File: src/rtl/vedic_seq_mult_ctrl.sv
// Sequential N x N unsigned multiplier that reuses one 2x2 Vedic cell over every
// digit pair. Shifted partial products are accumulated into a 2N-bit product.

module multiply_2to2 (
  input  logic [1:0] a,
  input  logic [1:0] b,
  output logic [3:0] p
);
  logic x, y, c1, t;

  // Vertical and crosswise terms, combined with two half adders
  assign x    = a[1] & b[0];
  assign y    = a[0] & b[1];
  assign t    = a[1] & b[1];
  assign c1   = x & y;
  assign p[0] = a[0] & b[0];
  assign p[1] = x ^ y;
  assign p[2] = t ^ c1;
  assign p[3] = t & c1;
endmodule

module vedic_seq_mult_ctrl #(
  parameter int N = 8
) (
  input  logic           clk,
  input  logic           rst_n,
  input  logic           in_valid,
  output logic           in_ready,
  input  logic [N-1:0]   a,
  input  logic [N-1:0]   b,
  output logic           out_valid,
  input  logic           out_ready,
  output logic [2*N-1:0] p,
  output logic           busy
);
  localparam int D  = N / 2;
  localparam int IW = (D > 1) ? $clog2(D) : 1;
  localparam int W  = 2 * N;

  typedef enum logic [1:0] {IDLE, MUL, DONE} state_t;

  state_t         state;
  logic [N-1:0]   a_r, b_r;
  logic [W-1:0]   acc;
  logic [IW-1:0]  i, j;

  logic [1:0]     da, db;
  logic [3:0]     pp;
  logic [IW+1:0]  shamt;
  logic [W-1:0]   pp_sh, acc_nxt;
  logic           last, j_wrap;

  generate
    if (D == 1) begin : g_one_digit
      assign da     = a_r[1:0];
      assign db     = b_r[1:0];
      assign shamt  = '0;
      assign last   = 1'b1;
      assign j_wrap = 1'b1;
    end else begin : g_multi_digit
      logic [D-1:0][1:0] a_dig, b_dig;
      assign a_dig  = a_r;
      assign b_dig  = b_r;
      assign da     = a_dig[i];
      assign db     = b_dig[j];
      // digit weight is 4^(i+j), i.e. a shift of 2(i+j)
      assign shamt  = {({1'b0, i} + {1'b0, j}), 1'b0};
      assign j_wrap = (j == IW'(D - 1));
      assign last   = (i == IW'(D - 1)) && j_wrap;
    end
  endgenerate

  multiply_2to2 u_m2 (
    .a (da),
    .b (db),
    .p (pp)
  );

  assign pp_sh   = W'(pp) << shamt;
  assign acc_nxt = acc + pp_sh;

  always_ff @(posedge clk or negedge rst_n) begin
    if (!rst_n) begin
      state     <= IDLE;
      a_r       <= '0;
      b_r       <= '0;
      acc       <= '0;
      i         <= '0;
      j         <= '0;
      p         <= '0;
      in_ready  <= 1'b1;
      out_valid <= 1'b0;
      busy      <= 1'b0;
    end else begin
      case (state)
        IDLE: begin
          if (in_valid && in_ready) begin
            a_r      <= a;
            b_r      <= b;
            acc      <= '0;
            i        <= '0;
            j        <= '0;
            in_ready <= 1'b0;
            busy     <= 1'b1;
            state    <= MUL;
          end
        end
        MUL: begin
          acc <= acc_nxt;
          if (last) begin
            p         <= acc_nxt;
            out_valid <= 1'b1;
            state     <= DONE;
          end else if (j_wrap) begin
            j <= '0;
            i <= i + 1'b1;
          end else begin
            j <= j + 1'b1;
          end
        end
        DONE: begin
          // p stays put after the handshake; out_valid alone qualifies it
          if (out_ready) begin
            out_valid <= 1'b0;
            busy      <= 1'b0;
            in_ready  <= 1'b1;
            state     <= IDLE;
          end
        end
        default: state <= IDLE;
      endcase
    end
  end
endmodule
File: config.mk
export PLATFORM = sky130hd
export DESIGN_NAME = vedic_seq_mult_ctrl
export DESIGN_NICKNAME = d
export VERILOG_FILES = /design/src/rtl/vedic_seq_mult_ctrl.sv
export SDC_FILE = /design/constraint.sdc
export NUM_CORES = 1
export LEC_CHECK = 0
export CAP_MARGIN = 25
export CORE_MARGIN = 1
export CORE_UTILIZATION = 30
export CTS_CLUSTER_SIZE = 30
export DETAILED_ROUTE_END_ITERATION = 10
export PLACE_DENSITY = 0.55
export SKIP_CTS_REPAIR_TIMING = 1
export SLEW_MARGIN = 30
export SYNTH_ARGS = -nofsm -noshare
export SYNTH_HDL_FRONTEND = slang
export SYNTH_SLANG_ARGS = --single-unit
File: constraint.sdc
create_clock -name clk -period 5.05 [get_ports clk]
set_input_delay 0.7575 -clock clk [delete_from_list [all_inputs] [get_ports clk]]
set_output_delay 0.7575 -clock clk [all_outputs]
set_load 0.03 [all_outputs]
==> results.py <==
metrics = {
    "run_status": {
        "status": "finished clean",
    },
    "run": {
        "drv_cap": 0,
    },
    "worst_hold_path": {
        "hp-class": "flip-flop to flip-flop",
        "hold_start": "out_valid$_DFFE_PN0P_",
    },
    "synth": {
        "synth_top_family_by_area": "compound AO/OA/AOI/OAI gates",
        "synth-xor-area-share": 0.03693,
        "synthAdderAreaFrac": 0.09118,
        "synthCells": 339,
        "synth_simple_gate_area_share": 0.1500,
        "ys_seq_area_frac": 0.4299,
        "ys_seq_elements": 57,
        "netlist_area_sq_mm": 0.003321,
        "synth_edf_count": 0,
        "ys.flop_type": "dfrtp_1",
        "synth_compound_area_frac": 0.1752,
        "synth_warnings": 0,
        "synth_cell_types": 48,
        "async_reset_ff_frac": 1.000,
        "synth_nets": 382,
        "syn_area_per_cell_sq_um": 9.796,
        "muxShareOfSynthArea": 0.08742,
    },
    "layout": {
        "nets": 420,
        "layout_commonest_cell": "dfrtp_1",
        "diodes": 0,
        "utilization": 0.3747,
        "drive_gt1_frac": 0.09686,
        "area_growth_syn_to_layout_pct": 21.78,
        "final_cell_count_no_fill": 522,
        "final_cell_mix": "56 x dfrtp_1, 52 x nand2_1, 37 x clkdlybuf4s50_1",
        "final_area_sq_mm": 0.004044,
    },
    "sta": {
        "fin_tns_setup_ns": 0,
        "slew_headroom": 0.4927,
        "worst_pin_slew_ns": 0.7588,
        "fin_crit_sh": 0.7742,
        "worst_slack_ns": 1.140,
        "finalSetupViolations": 0,
        "drv_slew": 0,
        "post-route-min-period_ns": 3.910,
        "hold_viol_final": 0,
        "rsz0062_at_grt": "no",
        "skew_ns": 0.009838,
        "timing.fmax_ghz": 0.2558,
    },
    "setup_path": {
        "cp-end-kind": "flip-flop",
        "crit_start": "i[0]$_DFFE_PN0P_",
        "cp_data_arrival_time_ns": 4.13,
        "cp_max_fo": 6,
        "path_class": "flip-flop to flip-flop",
        "required_ns": 5.27,
        "rr_startpoint": "i[0]$_DFFE_PN0P_",
        "start_kind": "flip-flop",
    },
    "clock_tree": {
        "numCtsBuffers": 9,
        "cts_tree": "done",
        "cts_root_buf": "clkbuf_8",
        "cts_sinks": 57,
        "insertion_delay_ns": 0.35,
        "path_clk_slew_ns": 0.07,
        "h-tree-depth": 3,
        "clock_path_buffers": 2,
    },
    "global_routing": {
        "grt_max_degree": 58,
        "grt_pass1_wl_um": 12820,
        "grtUsageMet2": 0.2309,
        "grt_use_total": 0.1436,
        "grt_pass1_vias": 2622,
        "busiest_layer": "met2",
        "grt_antenna_before_repair": 0,
        "grt_util_met1": 0.1845,
        "grt_overflow": 0,
        "grtUsageMet3": 0.02796,
    },
    "detailed_routing": {
        "drt_first_pass_iters": 4,
        "wl_per_cell_um": 14.00,
        "vias_per_cell": 4.979,
        "wl_um": 7307,
        "drc_errors": 0,
        "route.vias.total": 2599,
        "initialDrtViolationCount": 82,
        "drtAntennaViolNets": 0,
    },
    "pwr": {
        "power.density_mw_per_mm2": 405.0,
        "p_leak_nw": 1.749,
        "ir_drop_uv": 161.4,
    },
    "die": {
        "start_util": 0.3077,
        "dieWidth_um": 107.2,
        "io_pins": 39,
        "design.core.area_sq_mm": 0.01079,
        "die_y_um": 107.2,
        "dieArea_sq_mm": 0.01149,
        "rows": 38,
    },
    "placed_design": {
        "dp.cells": 505,
        "io_buffers": 38,
        "gp_congestion": 0.7939,
        "place_area_sq_mm": 0.003839,
        "dpl.hpwl_um": 5327,
        "dp_slack_ns": 1.158,
    },
}
[logic make-up (layout without fill, tap and decap cells)]
group	after synthesis	count (layout)
AND/OR/NAND/NOR	108	108
AO/OA/AOI/OAI	91	91
flip-flops	57	57
buffers and inverters	24	67
adder cells (fa/ha/maj)	23	23
multiplexers	22	22
XOR/XNOR	14	14
[layout make-up]
type                            instances  area, sq um
Fill cell                            1075         6749
Timing Repair Buffer                   42        409.1
Clock inverter                          7        70.07
Inverter                                9        33.78
Multi-Input combinational cell        258         1804
Clock buffer                            9        123.9
Sequential cell                        57         1428
Tap cell                              140        175.2
[registers in the layout, indices dropped and copies added (netlist names)]
| register | flops |
|---|---|
| p | 16 |
| busy | 1 |
| j | 2 |
| a_r | 8 |
| i | 2 |
| in_ready | 1 |
| out_valid | 1 |
| state | 2 |
| b_r | 8 |
| acc | 16 |
[synth_stat cells (all sizes together) (2+ instances only)]
| cell | count | area, sq um |
|---|---|---|
| mux2 | 16 | 180.2 |
| nor2b | 7 | 43.79 |
| or3 | 2 | 12.51 |
| nand2 | 52 | 195.2 |
| dfrtp | 56 | 1401 |
| nand3 | 4 | 20.02 |
| a21oi | 18 | 93.84 |
| nand4 | 3 | 18.77 |
| nor2 | 21 | 81.33 |
| o211ai | 3 | 27.52 |
| mux4 | 4 | 90.09 |
| o22ai | 15 | 93.84 |
| inv | 9 | 33.78 |
| o31ai | 3 | 36.28 |
| fa | 2 | 40.04 |
| mux2i | 2 | 20.02 |
| o21a | 8 | 61.31 |
| clkbuf | 9 | 33.78 |
| buf | 6 | 30.03 |
| nand2b | 8 | 50.05 |
| o221a | 2 | 22.52 |
| a21o | 2 | 15.01 |
| and2 | 3 | 18.77 |
| o21ai | 30 | 150.1 |
| xnor2 | 7 | 61.31 |
| ha | 21 | 262.8 |
| nor3 | 3 | 15.01 |
| a31oi | 4 | 25.02 |
| xor2 | 7 | 61.31 |
[per-layer routing]
metal / wire [um] / up-vias / part of all wire
met5: 0 / - / 0
met1: 3463 / 1248 / 0.47
li1: - / 1288 / -
met3: 255 / 12 / 0.035
met2: 3439 / 51 / 0.47
met4: 149 / 0 / 0.020
[metrics by stage]
step	power (mW)	hold slack [ns]
global route	1.755	0.5106
global placement	1.204	0.4626
finish	1.638	0.4819
floorplan	1.052	0.4524
detailed placement	1.217	0.4724
CTS	1.657	0.4901
[report_power, final]
part / total (mW) / switching (mW) / internal, mW
Sequential: 0.620 / 0.0704 / 0.550
Combinational: 0.588 / 0.345 / 0.243
Clock: 0.429 / 0.202 / 0.227
Total: 1.64 / 0.617 / 1.02
[path summary, 6_finish.rpt]
path | slack, ns | end | cells after the start
setup / recovery | 1.14 | acc[15]$_DFFE_PN0P_ | 14
hold / removal | 0.48 | out_valid$_DFFE_PN0P_ | 2
max in group asynchronous | 4.01 | acc[8]$_DFFE_PN0P_ | 2
min in group asynchronous | 0.55 | b_r[7]$_DFFE_PN0P_ | 2
setup reg to reg | 1.14 | acc[15]$_DFFE_PN0P_ | 14
hold reg to reg | 0.48 | out_valid$_DFFE_PN0P_ | 2
[critical path, stage by stage, from the launching register on]
cell	delay, ns
dfrtp_1	0.49
mux4_2	0.55
and2_1	0.18
ha_1	0.19
ha_1	0.30
nor2b_1	0.14
a31oi_1	0.33
nor2_1	0.08
ha_1	0.37
o211ai_2	0.10
o211a_1	0.28
o31ai_4	0.31
o22ai_1	0.14
xnor2_1	0.22
o21ai_1	0.08
Note: power is estimated with default switching activity, not from simulation.
